--- config.mk ---
export PLATFORM = sky130hd
export DESIGN_NAME = fetch_sequencer
export DESIGN_NICKNAME = d
export VERILOG_FILES = /design/src/rtl/rv_fetch_pkg.sv /design/src/rtl/fetch_sequencer_pc_reg.sv /design/src/rtl/fetch_sequencer.sv
export SDC_FILE = /design/constraint.sdc
export NUM_CORES = 1
export LEC_CHECK = 0
export CAP_MARGIN = 0
export CORE_MARGIN = 2
export CORE_UTILIZATION = 30
export CTS_CLUSTER_SIZE = 10
export DETAILED_ROUTE_END_ITERATION = 16
export GPL_TIMING_DRIVEN = 0
export PLACE_DENSITY_LB_ADDON = 0.1
export SYNTH_ARGS = -nofsm -noshare
export SYNTH_HDL_FRONTEND = slang
export SYNTH_SLANG_ARGS = --single-unit
--- constraint.sdc ---
create_clock -name clk -period 2.4 [get_ports clk]
set_input_delay 0.36 -clock clk [delete_from_list [all_inputs] [get_ports clk]]
set_output_delay 0.36 -clock clk [all_outputs]
set_load 0.01 [all_outputs]
--- src/rtl/rv_fetch_pkg.sv ---
// Shared types for the instruction-fetch sequencer.
// State encoding and fetch granule size.
package rv_fetch_pkg;
  typedef enum logic [2:0] {
    BOOT,
    REQ,
    WAIT,
    DISCARD,
    HOLD
  } fetch_state_e;

  localparam int INSTR_BYTES = 4;
endpackage

--- src/rtl/fetch_sequencer_pc_reg.sv ---
// Program counter register for the fetch sequencer.
// Word-aligned: the low two address bits are always forced to zero.
module pc_reg
  import rv_fetch_pkg::*;
#(
  parameter int                 PC_WIDTH = 16,
  parameter logic [PC_WIDTH-1:0] RESET_PC = '0
) (
  input  logic                clk,
  input  logic                rst,
  input  logic                load,
  input  logic [PC_WIDTH-1:0] load_val,
  input  logic                inc,
  output logic [PC_WIDTH-1:0] pc
);

  localparam logic [PC_WIDTH-1:0] STEP  = PC_WIDTH'(INSTR_BYTES);
  localparam logic [PC_WIDTH-1:0] ALIGN = ~(STEP - 1'b1);

  always_ff @(posedge clk or posedge rst) begin
    if (rst) begin
      pc <= RESET_PC & ALIGN;
    end else if (load) begin
      pc <= load_val & ALIGN;
    end else if (inc) begin
      pc <= pc + STEP;
    end
  end

endmodule

--- src/rtl/fetch_sequencer.sv ---
// Instruction-fetch controller: one outstanding imem request,
// redirect handling with stale-response discard, decode handoff.
module fetch_sequencer
  import rv_fetch_pkg::*;
#(
  parameter int                 PC_WIDTH   = 16,
  parameter int                 DATA_WIDTH = 32,
  parameter logic [PC_WIDTH-1:0] RESET_PC   = '0
) (
  input  logic                  clk,
  input  logic                  rst,
  input  logic                  redirect_valid,
  input  logic [PC_WIDTH-1:0]   redirect_target,
  output logic                  imem_req_valid,
  input  logic                  imem_req_ready,
  output logic [PC_WIDTH-1:0]   imem_req_addr,
  input  logic                  imem_rsp_valid,
  input  logic [DATA_WIDTH-1:0] imem_rsp_data,
  output logic                  if_valid,
  input  logic                  if_ready,
  output logic [DATA_WIDTH-1:0] if_instr,
  output logic [PC_WIDTH-1:0]   if_pc
);

  fetch_state_e        state_q;
  fetch_state_e        state_d;
  logic                capture;
  logic                pc_inc;
  logic [PC_WIDTH-1:0] pc_q;

  pc_reg #(
    .PC_WIDTH(PC_WIDTH),
    .RESET_PC(RESET_PC)
  ) u_pc (
    .clk     (clk),
    .rst     (rst),
    .load    (redirect_valid),
    .load_val(redirect_target),
    .inc     (pc_inc),
    .pc      (pc_q)
  );

  assign imem_req_valid = (state_q == REQ);
  assign imem_req_addr  = imem_req_valid ? pc_q : '0;
  // Masked so a wrong-path instruction can never transfer.
  assign if_valid       = (state_q == HOLD) && !redirect_valid;

  always_ff @(posedge clk or posedge rst) begin
    if (rst) begin
      state_q  <= BOOT;
      if_instr <= '0;
      if_pc    <= '0;
    end else begin
      state_q <= state_d;
      if (capture) begin
        if_instr <= imem_rsp_data;
        if_pc    <= pc_q;
      end
    end
  end

  always_comb begin
    state_d = state_q;
    capture = 1'b0;
    pc_inc  = 1'b0;
    unique case (state_q)
      BOOT: state_d = REQ;
      REQ: begin
        if (redirect_valid) begin
          if (imem_req_ready) state_d = DISCARD;
        end else if (imem_req_ready) begin
          state_d = WAIT;
        end
      end
      WAIT: begin
        if (redirect_valid) begin
          state_d = imem_rsp_valid ? REQ : DISCARD;
        end else if (imem_rsp_valid) begin
          capture = 1'b1;
          state_d = HOLD;
        end
      end
      DISCARD: begin
        if (imem_rsp_valid) state_d = REQ;
      end
      HOLD: begin
        if (redirect_valid) begin
          state_d = REQ;
        end else if (if_ready) begin
          pc_inc  = 1'b1;
          state_d = REQ;
        end
      end
      default: state_d = BOOT;
    endcase
  end

endmodule

# --- Yosys cells after proc, flatten, opt, wreduce, memory -nomap -nowiden ---
# Index checks and enable logic that the tools add are counted.
op_classes:
  n_addsub: 1
  n_mux: 19
  eq_ne: 8
  reduce_logical: 5
ops:
  columns: ["op", "n"]
  rows:
  - ["16-bit 2-to-1 mux", 3]
  - ["3-bit 2-to-1 mux", 8]
  - ["16-bit by 3-bit adder with 16-bit output, second input constant", 1]
  - ["3-bit case mux with 5 select lines", 1]
  - ["3-bit by 2-bit == test with 1-bit output, second input constant", 2]
  - ["1-bit 2-to-1 mux", 6]
  - ["3-bit != test, second input constant", 2]
  - ["4-bit AND reduction", 1]
  - ["3-bit by 1-bit == test with 1-bit output, second input constant", 1]
  - ["3-bit == test, second input constant", 1]
  - ["3-bit zero test", 1]
  - ["2-bit 2-to-1 mux", 1]
  - ["2-bit by 1-bit != test with 1-bit output, second input constant", 1]
  - ["2-bit != test, second input constant", 1]
  - ["2-bit nonzero test", 1]
  - ["1-bit logical AND", 1]
  - ["1-bit zero test", 1]
totals:
  output_inout_bits: 66
  inputBits: 54
  wordCells: 37
  ff_bits: 67

# --- Depth between registers and ports, before layout ---
# Gate-level depths: netlist of run 1.
depth:
  word_depth: 5
  mapped_depth: 6
  ltp_nobuf: 5

# --- By module ---
# From an unflattened synthesis of run 1, not the netlist that was laid out.
unflattened:
  cells_unflattened: 225
  hier_area_um2: 2887.8
modules_own_cells:
  columns: ["module", "instances", "area_per_inst_um2", "seq_area_each_um2", "cells_per_inst"]
  rows:
  - ["fetch_sequencer", 1, 2095.8, 1276.2, 141]
  - ["pc_reg", 1, 792.0, 350.3, 84]

# --- Least setup slack after synthesis of run 1 ---
# No wires, ideal clock.
synth_path:
  path_type: "flip-flop to output port"
  startpoint: "register state_q[2]"
  endpoint: "output imem_req_addr[10]"
  arrival_ns: 1.369
  setup_slack_ns: 0.671
  t_required_ns: 2.040
  path_buffers: 2
  stages_incl_launch_ff: 5
  path_cell_list: "dfrtp_1 -> buf_2 -> nor3b_1 -> clkbuf_1 -> and2_1"
synth_via:
  elab_chain_cells: 2
synth_rtl:
  columns: ["element", "line_no", "rtl"]
  rows:
  - ["from (decl)", "fetch_sequencer.sv:25", "fetch_state_e state_q;"]
  - ["from (signal assigned)", "fetch_sequencer.sv:54", "state_q <= state_d;"]
  - ["3-bit by 1-bit == test with 1-bit output", "fetch_sequencer.sv:43", "assign imem_req_valid = (state_q == REQ);"]
  - ["named net imem_req_valid", "fetch_sequencer.sv:14", "output logic imem_req_valid,"]
  - ["16-bit 2-to-1 mux", "fetch_sequencer.sv:44", "assign imem_req_addr = imem_req_valid ? pc_q : '0;"]
  - ["to (decl)", "fetch_sequencer.sv:16", "output logic [PC_WIDTH-1:0] imem_req_addr,"]
# The timed path passes the listed nets, and every way through them passes these cells.

# --- Worst setup path after layout of run 1 ---
layout_path:
  startpoint: "register state_q[1]"
  endpoint: "output imem_req_addr[15]"
layout_via:
  elab_chain_cells: 2
layout_rtl:
  columns: ["element", "line_no"]
  rows:
  - ["3-bit by 1-bit == test with 1-bit output", "fetch_sequencer.sv:43"]
  - ["16-bit 2-to-1 mux", "fetch_sequencer.sv:44"]
# No other way between the ends.

==> flow_summary.json, run 1 <==
{
  "worst_slack_ns": 0.08813,
  "fmax_mhz": 432.6,
  "slew_headroom_pct": 46.78,
  "netSwitchingFraction_pct": 27.83,
  "worstSetupStartpointType": "flip-flop",
  "status": "finished clean",
  "routabilityCongestion": 0.7546,
  "drtAntennaViolNets": 0,
  "h-tree-depth": 3,
  "dp_hpwl_mm": 4.690,
  "die_y_um": 101.9,
  "leakagePower_nw": 1.966,
  "powerDensity_nw_per_um2": 955.4,
  "fin_crit_sh_pct": 96.33,
  "firstDrtPassIters": 4,
  "gr-total-overflow": 0,
  "pin_count": 120,
  "hold_viol": 0,
  "dieArea_um2": 10380,
  "diodes": 0,
  "clock_path_buffers": 2,
  "setup_violations": 0,
  "maxCapViolations": 0,
  "synth.distinct_cells": 36,
  "place_ws_ns": -0.2663,
  "cts_hold_buf": 0,
  "critPathMaxFanout": 8,
  "vias": 2165,
  "syn2layout_area_growth_pct": 54.33,
  "postSynthCellCount": 229,
  "wl_per_cell_um": 13.79,
  "seqCellArea_um2": 1577,
  "grt_usage_pct": 13.70,
  "ir_worst_vdd_mv": 0.4255,
  "min_period_ns": 2.312,
  "placed_cells": 473,
  "worst_pin_slew_ns": 0.7982,
  "initial_core_util_pct": 30.96,
  "syn_area_um2": 2874,
  "maxSlewViolCount": 0,
  "setup-tns-final_ns": 0,
  "p_int_mw": 3.058,
  "synth_warnings": 0,
  "fin_cells": 490,
  "path_class": "flip-flop to primary output",
  "dr.first_iter.drc_count": 39,
  "clock-root-buffer": "clkbuf_8",
  "grt_max_degree": 64,
  "drc": 0,
  "fin_util_pct": 47.78,
  "fp.dieW_um": 101.9,
  "nFillCells": 895,
  "hp-class": "flip-flop to flip-flop",
  "clock_latency_ns": 0.33,
  "core_area_um2": 9284,
  "rsz0062_at_grt": "yes",
  "cts_tree": "built",
  "ys_seq_elements": 63,
  "multi_input_area_um2": 1199,
  "drive_above_1_share_pct": 14.40,
  "hold_ws_ns": 0.4832,
  "worst-endpoint-arrival_ns": 1.95,
  "vias_per_cell": 4.418,
  "grt_pass1_wl_mm": 10.76,
  "fin_skew_ns": 0.007687,
  "synth.avg_cell_area_um2": 12.55,
  "p_clk_share_pct": 23.4,
  "largest_reg_flops": 32,
  "cp-end-kind": "primary output",
  "wl_mm": 6.759,
  "core.rowCount": 35,
  "p_sw_mw": 1.179,
  "grt_pass1_vias": 2200,
  "rrSetupSlack_ns": 0.55,
  "seqPwrFrac_pct": 39.0,
  "p_comb_share_pct": 37.6,
  "clkTransAtPathRegs_ns": 0.07,
  "synth_seq_area_share_pct": 54.85,
  "fin_nets": 411,
  "antenna_found_initial": 0,
  "port_buffers": 112,
  "cts_sinks": 63,
  "cts_buffers": 9,
  "crit_required_ns": 2.04
}
==> stage by stage <==
stage                     cell area (µm²)  power, mW
after floorplan                      2885      2.267
after global placement               4168      3.236
after detailed placement             4170      3.258
after CTS                            4404      4.308
after global routing                 4436      4.512
final                                4436      4.238
==> metal layers <==
metal	part of all wire [%]	GRT usage, %	vias to the layer above
li1	-	-	1048
met1	45	17.30	1023
met2	45	20.80	82
met3	9.1	5.609	12
met4	1.5	5.846	0
met5	0	0	-
==> worst paths after layout <==
check / cells after the start / to / start
min in group asynchronous: 2 / if_instr[2] / rst
max in group asynchronous: 2 / if_instr[10] / rst
hold / removal: 1 / if_instr[17] / if_instr[17]
hold reg to reg: 1 / if_instr[17] / if_instr[17]
setup reg to reg: 5 / if_pc[6] / state_q[0]
setup / recovery: 4 / imem_req_addr[15] / state_q[1]
==> power by group through the flow <==
| stage | registers (mW) | logic [mW] | clock network, mW |
|---|---|---|---|
| 6_report | 1.65 | 1.59 | 0.991 |
| 3_3_place_gp | 1.65 | 1.58 | 0 |
| 2_1_floorplan | 1.82 | 0.447 | 0 |
| 5_1_grt | 1.71 | 1.72 | 1.08 |
| 3_5_place_dp | 1.67 | 1.59 | 0 |
| 4_1_cts | 1.66 | 1.62 | 1.03 |
==> cell families (layout without fill, tap and decap cells) <==
family                   Yosys count  in the layout  synth area share, %
other                              1              4               0.1305
AO/OA/AOI/OAI                     20             20                4.135
adder cells (fa/ha/maj)            1              1               0.4353
flip-flops                        63             63                54.85
buffers and inverters             20            149                4.440
multiplexers                      49             49                19.11
AND/OR/NAND/NOR                   65             65                13.84
XOR/XNOR                          10             10                3.047
==> worst max-delay path, cell delays in order (launching register included) <==
cell             delay (ns)
dfrtp_1                0.50
nor3b_4                0.30
buf_6                  0.15
and2_1                 0.14
clkdlybuf4s50_1        0.54
==> layout make-up <==
cell class | instances | share of cell area [%]
Buffer | 17 | 2.934
Tap cell | 129 | 3.639
Multi-Input combinational cell | 149 | 27.02
Clock inverter | 4 | 1.580
Clock buffer | 12 | 3.047
Inverter | 3 | 0.3103
Sequential cell | 63 | 35.54
Timing Repair Buffer | 113 | 25.92
==> cell usage after synthesis <==
| library cell | count | area [µm²] |
|---|---|---|
| nor3_2 | 1 | 10.01 |
| clkbuf_1 | 5 | 18.77 |
| xnor2_1 | 6 | 52.55 |
| nor3b_1 | 1 | 7.510 |
| nor4bb_1 | 1 | 10.01 |
| xor2_1 | 4 | 35.03 |
| and3_1 | 3 | 18.77 |
| a21o_1 | 2 | 15.01 |
| nand4_1 | 5 | 31.28 |
| nand4bb_4 | 1 | 27.53 |
| nor2_1 | 4 | 15.01 |
| a311o_1 | 2 | 20.02 |
| mux2_2 | 18 | 202.7 |
| nand2_1 | 18 | 67.56 |
| a21oi_1 | 3 | 15.01 |
| ha_1 | 1 | 12.51 |
| buf_4 | 5 | 37.54 |
| nor3_1 | 2 | 10.01 |
| nor4_1 | 4 | 25.02 |
| nand2b_2 | 1 | 8.760 |
| nand2b_1 | 2 | 12.51 |
| o21ai_0 | 11 | 55.05 |
| dfrtp_1 | 63 | 1577 |
| a221oi_1 | 1 | 8.760 |
| buf_2 | 3 | 15.01 |
| mux2_1 | 29 | 326.6 |
| nor2b_1 | 1 | 6.260 |
| o21ai_1 | 1 | 5.000 |
| inv_1 | 3 | 11.26 |
| conb_1 | 1 | 3.750 |
| buf_6 | 4 | 45.04 |
| nand3_1 | 3 | 15.01 |
| nor4b_4 | 1 | 23.77 |
| mux2i_1 | 2 | 20.02 |
| nor4b_1 | 1 | 8.760 |
| and2_1 | 16 | 100.1 |
==> layout by cell type (no fill, tap or decap), types with 3 or more instances in the layout <==
master and instances:
clkdlybuf4s50_1 105, dfrtp_1 63, mux2_1 29, nand2_1 18, mux2_2 18, and2_1 16
o21ai_0 11, clkbuf_8 9, clkbuf_1 7, dlymetal6s2s_1 7, xnor2_1 6, nand4_1 5
buf_6 5, buf_4 5, xor2_1 4, nor4_1 4, nor2_1 4, conb_1 4
and3_1 3, nand3_1 3, a21oi_1 3
==> what timing repair did <==
item,in CTS,in global routing
pin swaps,1,0
setup endpoints to repair,15,11
endpoints found under the hold margin,0,0
buffers inserted,1,0
gates resized for setup,5,11
(Power assumes the default switching activity.)
==> run 2: changes to the inputs <==
- CORE_UTILIZATION: 30 -> 43
==> flow_summary.json, run 2 (synthesis results as in run 1) <==
{
  "cts_sinks": 63,
  "crit_chain": "clkbuf_4, nor3b_4, buf_8, and2_1, clkdlybuf4s50_1",
  "initial_core_util_pct": 44.75,
  "diodes": 0,
  "hold_ws_ns": 0.3985,
  "cts_tree": "built",
  "nFillCells": 516,
  "grt_max_degree": 39,
  "wl_per_cell_um": 14.89,
  "antenna_found_initial": 0,
  "layout_commonest_cell": "clkdlybuf4s50_1",
  "fin_skew_ns": 0.006464,
  "fin_area_um2": 4405,
  "leakagePower_nw": 2.001,
  "drtAntennaViolNets": 0,
  "fin_crit_sh_pct": 96.01,
  "port_buffers": 112,
  "ir_worst_vdd_mv": 0.6234,
  "wl_mm": 6.523,
  "firstDrtPassIters": 13,
  "critPathMaxFanout": 10,
  "drc": 9,
  "dp_hpwl_mm": 4.668,
  "vias": 2167,
  "vias_per_cell": 4.947,
  "grt_usage_pct": 18.45,
  "cts_buffers": 9,
  "worst_pin_slew_ns": 0.5601,
  "clock_path_buffers": 2,
  "drive_above_1_share_pct": 14.96,
  "fin_util_pct": 68.60,
  "reg2reg_depth": 5,
  "clock_latency_ns": 0.33,
  "core_area_um2": 6422,
  "critPathBufInv": 3,
  "setup_violations": 0,
  "maxCapViolations": 0,
  "most-common-layout-cells": "clkdlybuf4s50_1 (104), dfrtp_1 (63), mux2_1 (29)",
  "core.rowCount": 29,
  "violations": "DRC",
  "hold_viol": 0,
  "largest_reg_flops": 32,
  "min_period_ns": 2.304,
  "dr.first_iter.drc_count": 69,
  "syn2layout_area_growth_pct": 53.29,
  "path_class": "flip-flop to primary output",
  "clock-root-buffer": "clkbuf_8",
  "crit_slowest_cell": "clkdlybuf4s50_1",
  "dieArea_um2": 7354,
  "status": "finished, violations left",
  "total_power_mw": 4.308,
  "die_y_um": 85.76,
  "worstSetupStartpointType": "flip-flop",
  "critical-path-top-delay-family": "buffers and inverters",
  "powerDensity_nw_per_um2": 978.0,
  "cp-end-kind": "primary output",
  "grt_pass1_vias": 2221,
  "fin_nets": 412,
  "gr-total-overflow": 0,
  "crit_required_ns": 2.04,
  "setup-tns-final_ns": 0,
  "fmax_mhz": 434.0,
  "h-tree-depth": 3,
  "pin_count": 120,
  "routabilityCongestion": 0.7592,
  "fp.dieW_um": 85.76,
  "r2r_start": "state_q[0]",
  "hp-class": "input port to async pin",
  "r2r_end": "if_instr[26]",
  "clkTransAtPathRegs_ns": 0.07,
  "grt_pass1_wl_mm": 10.43,
  "maxSlewViolCount": 0,
  "cpPeakStageDelay_ns": 0.53,
  "dpl-instance-area_um2": 4123,
  "rrSetupSlack_ns": 0.59,
  "slew_headroom_pct": 62.60,
  "rsz0062_at_grt": "yes",
  "worst-endpoint-arrival_ns": 1.94
}
==> run 2: worst max path at each step <==
stage | start | endpoint | slack, ns | cells after the start
global placement | rst | if_instr[2] | -0.71 | 2
CTS | state_q[2] | imem_req_addr[6] | 0.03 | 5
floorplan | rst | if_instr[0] | 0.47 | 1
finish | state_q[2] | imem_req_addr[7] | 0.1 | 5
detailed placement | state_q[2] | imem_req_addr[12] | -0.21 | 5
global route | state_q[2] | imem_req_addr[4] | -0.006 | 5
==> run 2: metal layers <==
layer,track usage (%),wire [µm],vias up
li1,-,-,1048
met1,23.08,2884,1042
met2,29.55,3015,70
met3,6.545,536,7
met4,6.926,87,0
met5,0,0,-
==> run 2: power breakdown <==
group	internal, mW	leakage, nW	switching [mW]	total [mW]
logic	1.03	1.10	0.563	1.60
clock network	0.663	0.118	0.399	1.06
registers	1.44	0.783	0.208	1.65
==> run 2: metrics by stage <==
stage / cells / setup WS [ns]
floorplan: 232 / 0.4703
global placement: 421 / -0.7067
detailed placement: 422 / -0.2145
CTS: 438 / 0.03258
global route: 438 / -0.005810
finish: 438 / 0.09565
==> run 2: layout make-up <==
| class | count | area, µm² | share of cell area (%) |
|---|---|---|---|
| plain buffers | 17 | 130.1 | 2.954 |
| well taps | 77 | 96.34 | 2.187 |
| clock buffers | 12 | 165.2 | 3.749 |
| multi-input cells | 149 | 1192 | 27.07 |
| clock inverters | 3 | 65.06 | 1.477 |
| flip-flops and latches | 63 | 1577 | 35.79 |
| inverters | 3 | 11.26 | 0.2556 |
| repair buffers | 114 | 1169 | 26.53 |
==> run 2: worst register-to-register path, cell delays in order, from the launching register on <==
cell	delay (ns)
dfrtp_1	0.45
nand2b_2	0.24
nor4b_4	0.30
buf_6	0.20
buf_6	0.17
mux2_1	0.34
==> run 2: what timing repair did <==
item,in CTS,in global routing
hold buffers,0,0
pin swaps,1,0
hold endpoints to repair,0,0
setup buffers,1,0
endpoints found under the setup margin,15,9
gates resized for setup,5,10
==> run 3: changes to the inputs <==
- ABC_AREA: unset -> 1
- CORE_UTILIZATION: 43 -> 44
- SKIP_LAST_GASP: unset -> 1
==> flow_summary.json, run 3 <==
{
  "firstDrtPassIters": 6,
  "yosysMostFrequentCell": "nand2_1",
  "gr-usage-met2_pct": 34.02,
  "vias": 2563,
  "vias_per_cell": 4.773,
  "grt_usage_pct": 20.13,
  "p_comb_share_pct": 47.0,
  "setup-tns-final_ns": 0,
  "powerDensity_nw_per_um2": 1067,
  "cpPeakStageDelay_ns": 0.57,
  "status": "finished clean",
  "seqPwrFrac_pct": 36.0,
  "grt_use_met1_pct": 25.15,
  "critPathBufInv": 3,
  "grt_pass1_vias": 2456,
  "core.rowCount": 30,
  "setup_violations": 0,
  "synth.avg_cell_area_um2": 9.953,
  "diodes": 0,
  "dp_hpwl_mm": 5.645,
  "synth_common_cells": "nand2_1 (70), dfrtp_1 (63), nor2_1 (36)",
  "fin_skew_ns": 0.005655,
  "crit_required_ns": 2.04,
  "grt_pass1_wl_mm": 11.76,
  "port_buffers": 113,
  "p_sw_mw": 1.540,
  "clkTransAtPathRegs_ns": 0.06,
  "grt-busiest-layer": "met2",
  "fin_crit_sh_pct": 96.44,
  "min_period_ns": 2.315,
  "synth_seq_area_share_pct": 51.26,
  "synth_warnings": 0,
  "synth-edff-count": 0,
  "core_area_um2": 6794,
  "ir_worst_vdd_mv": 0.3743,
  "syn_area_um2": 3075,
  "hp-class": "input port to async pin",
  "synthArstFlopShare_pct": 100.0,
  "rsz0062_at_grt": "no",
  "fmax_mhz": 432.0,
  "clock-root-buffer": "clkbuf_8",
  "critPathMaxFanout": 10,
  "netSwitchingFraction_pct": 31.66,
  "cts_tree": "built",
  "p_int_mw": 3.323,
  "use_met3_pct": 5.278,
  "most-common-layout-cells": "clkdlybuf4s50_1 (111), nand2_1 (70), dfrtp_1 (63)",
  "path_class": "input port to primary output",
  "h-tree-depth": 3,
  "cts_buffers": 9,
  "cp-end-kind": "primary output",
  "die_y_um": 87.61,
  "hold_ws_ns": 0.4004,
  "crit_slowest_cell": "clkdlybuf4s50_1",
  "maxSlewViolCount": 0,
  "cts_hold_buf": 0,
  "worstSetupStartpointType": "input port",
  "critical-path-top-delay-family": "buffers and inverters",
  "syn2layout_area_growth_pct": 48.13,
  "grt_max_degree": 43,
  "wl_per_cell_um": 14.06,
  "crit_chain": "clkdlybuf4s50_1, clkbuf_1, nor3_1, clkdlybuf4s50_1",
  "layout_commonest_cell": "clkdlybuf4s50_1",
  "synth_top_area_cell": "dfrtp_1",
  "clock_path_buffers": 2,
  "fp.dieW_um": 87.61,
  "dr.first_iter.drc_count": 74,
  "clock_latency_ns": 0.32,
  "antenna_found_initial": 0,
  "initial_core_util_pct": 45.27,
  "worst-endpoint-arrival_ns": 1.95,
  "routabilityCongestion": 0.8135,
  "cts_sinks": 63,
  "drc": 0,
  "largest_reg_flops": 32,
  "p_clk_share_pct": 17.0,
  "wl_mm": 7.552,
  "fin_nets": 492,
  "synth.distinct_cells": 30,
  "ys_seq_elements": 63,
  "timing.critical_path.mode_cell": "clkdlybuf4s50_1",
  "postSynthCellCount": 309,
  "maxCapViolations": 0,
  "ys_top_cells_by_area": "dfrtp_1 (51%), mux2_4 (15%), nand2_1 (8.5%)",
  "dieArea_um2": 7675,
  "gr-total-overflow": 0,
  "leakagePower_nw": 2.161,
  "drive_above_1_share_pct": 16.10,
  "synth_flop_cell": "dfrtp_1",
  "pin_count": 120,
  "hold_viol": 0,
  "drtAntennaViolNets": 0,
  "yosysTopAreaCellShare_pct": 51.26
}
==> run 3: changes by cell type after synthesis, moves of 4 or more <==
cell      previous run  this run
o21ai_0             11        21
mux2_1              29         0
nor2_1               4        36
xnor2_1              6         0
inv_1                3        20
nand3_1              3        18
mux2_2              18         1
nand2_1             18        70
and2_1              16         0
mux2_4               0        31
o211ai_1             0         5
nor4_1               4         0
==> run 3: cell families after synthesis <==
logic type	count (synthesis)	synth area share [%]
AOI/OAI and AO/OA	32	5.777
xor gates and xnor gates	3	0.8545
adders and majority gates	1	0.4068
buffers and inverters	37	6.143
DFF	63	51.26
muxes	32	15.50
other	1	0.1219
and+or+nand+nor	140	19.93
==> run 3: area by class of cell <==
type                            count  area (µm²)
Buffer                             14       103.9
Multi-Input combinational cell    212        1334
Tap cell                           96       120.1
Inverter                           23       88.84
Fill cell                         552        2238
Sequential cell                    63        1577
Timing Repair Buffer              114        1156
Clock buffer                       15       176.4
==> run 3: worst paths after layout <==
| check | from | endpoint | slack (ns) | cells past startpoint |
|---|---|---|---|---|
| worst max-delay path | redirect_valid | if_valid | 0.09 | 4 |
| worst min-delay path | rst | if_instr[13] | 0.40 | 2 |
| worst max register to register | state_q[0] | u_pc.pc[9] | 0.92 | 7 |
| worst min register to register | if_pc[13] | if_pc[13] | 0.49 | 2 |
| max in group asynchronous | rst | u_pc.pc[10] | 1.41 | 3 |
| min in group clk | if_pc[13] | if_pc[13] | 0.49 | 2 |
==> run 3: layer usage <==
layer	vias up	routed length (µm)
li1	1257	-
met1	1214	3299
met2	90	3740
met3	2	478
met4	0	35
met5	-	0
==> run 3: stage by stage <==
stage	power (mW)	worst slack [ns]	util [%]	instance area, µm²	instances
6_report	4.862	0.08538	67.05	4556	537
5_1_grt	5.158	0.008246	67.05	4556	537
4_1_cts	4.905	0.003672	66.87	4543	537
3_5_place_dp	4.038	0.06034	64.14	4358	522
3_3_place_gp	3.972	-0.6360	63.85	4338	521
2_1_floorplan	2.822	0.4703	-	3087	312
==> run 3: repair_timing <==
| item | in CTS | in global routing |
|---|---|---|
| buffers inserted | 0 | 0 |
| setup endpoints to repair | 10 | 10 |
| gates resized for setup | 3 | 3 |
==> run 3: worst register-to-register path, delay by kind of cell (launching register included) <==
kind / cells / cell delay (ns)
compound gates: 1 / 0.11
buf+inv: 1 / 0.11
flops: 1 / 0.45
simple gates: 5 / 0.71
==> run 3: power groups by stage <==
stage	sequential, mW	clock [mW]	combinational (mW)
after detailed placement	1.76	0	2.28
final	1.75	0.827	2.28
after global routing	1.80	0.896	2.46
after floorplan	1.92	0	0.904
after global placement	1.73	0	2.24
after CTS	1.75	0.853	2.30
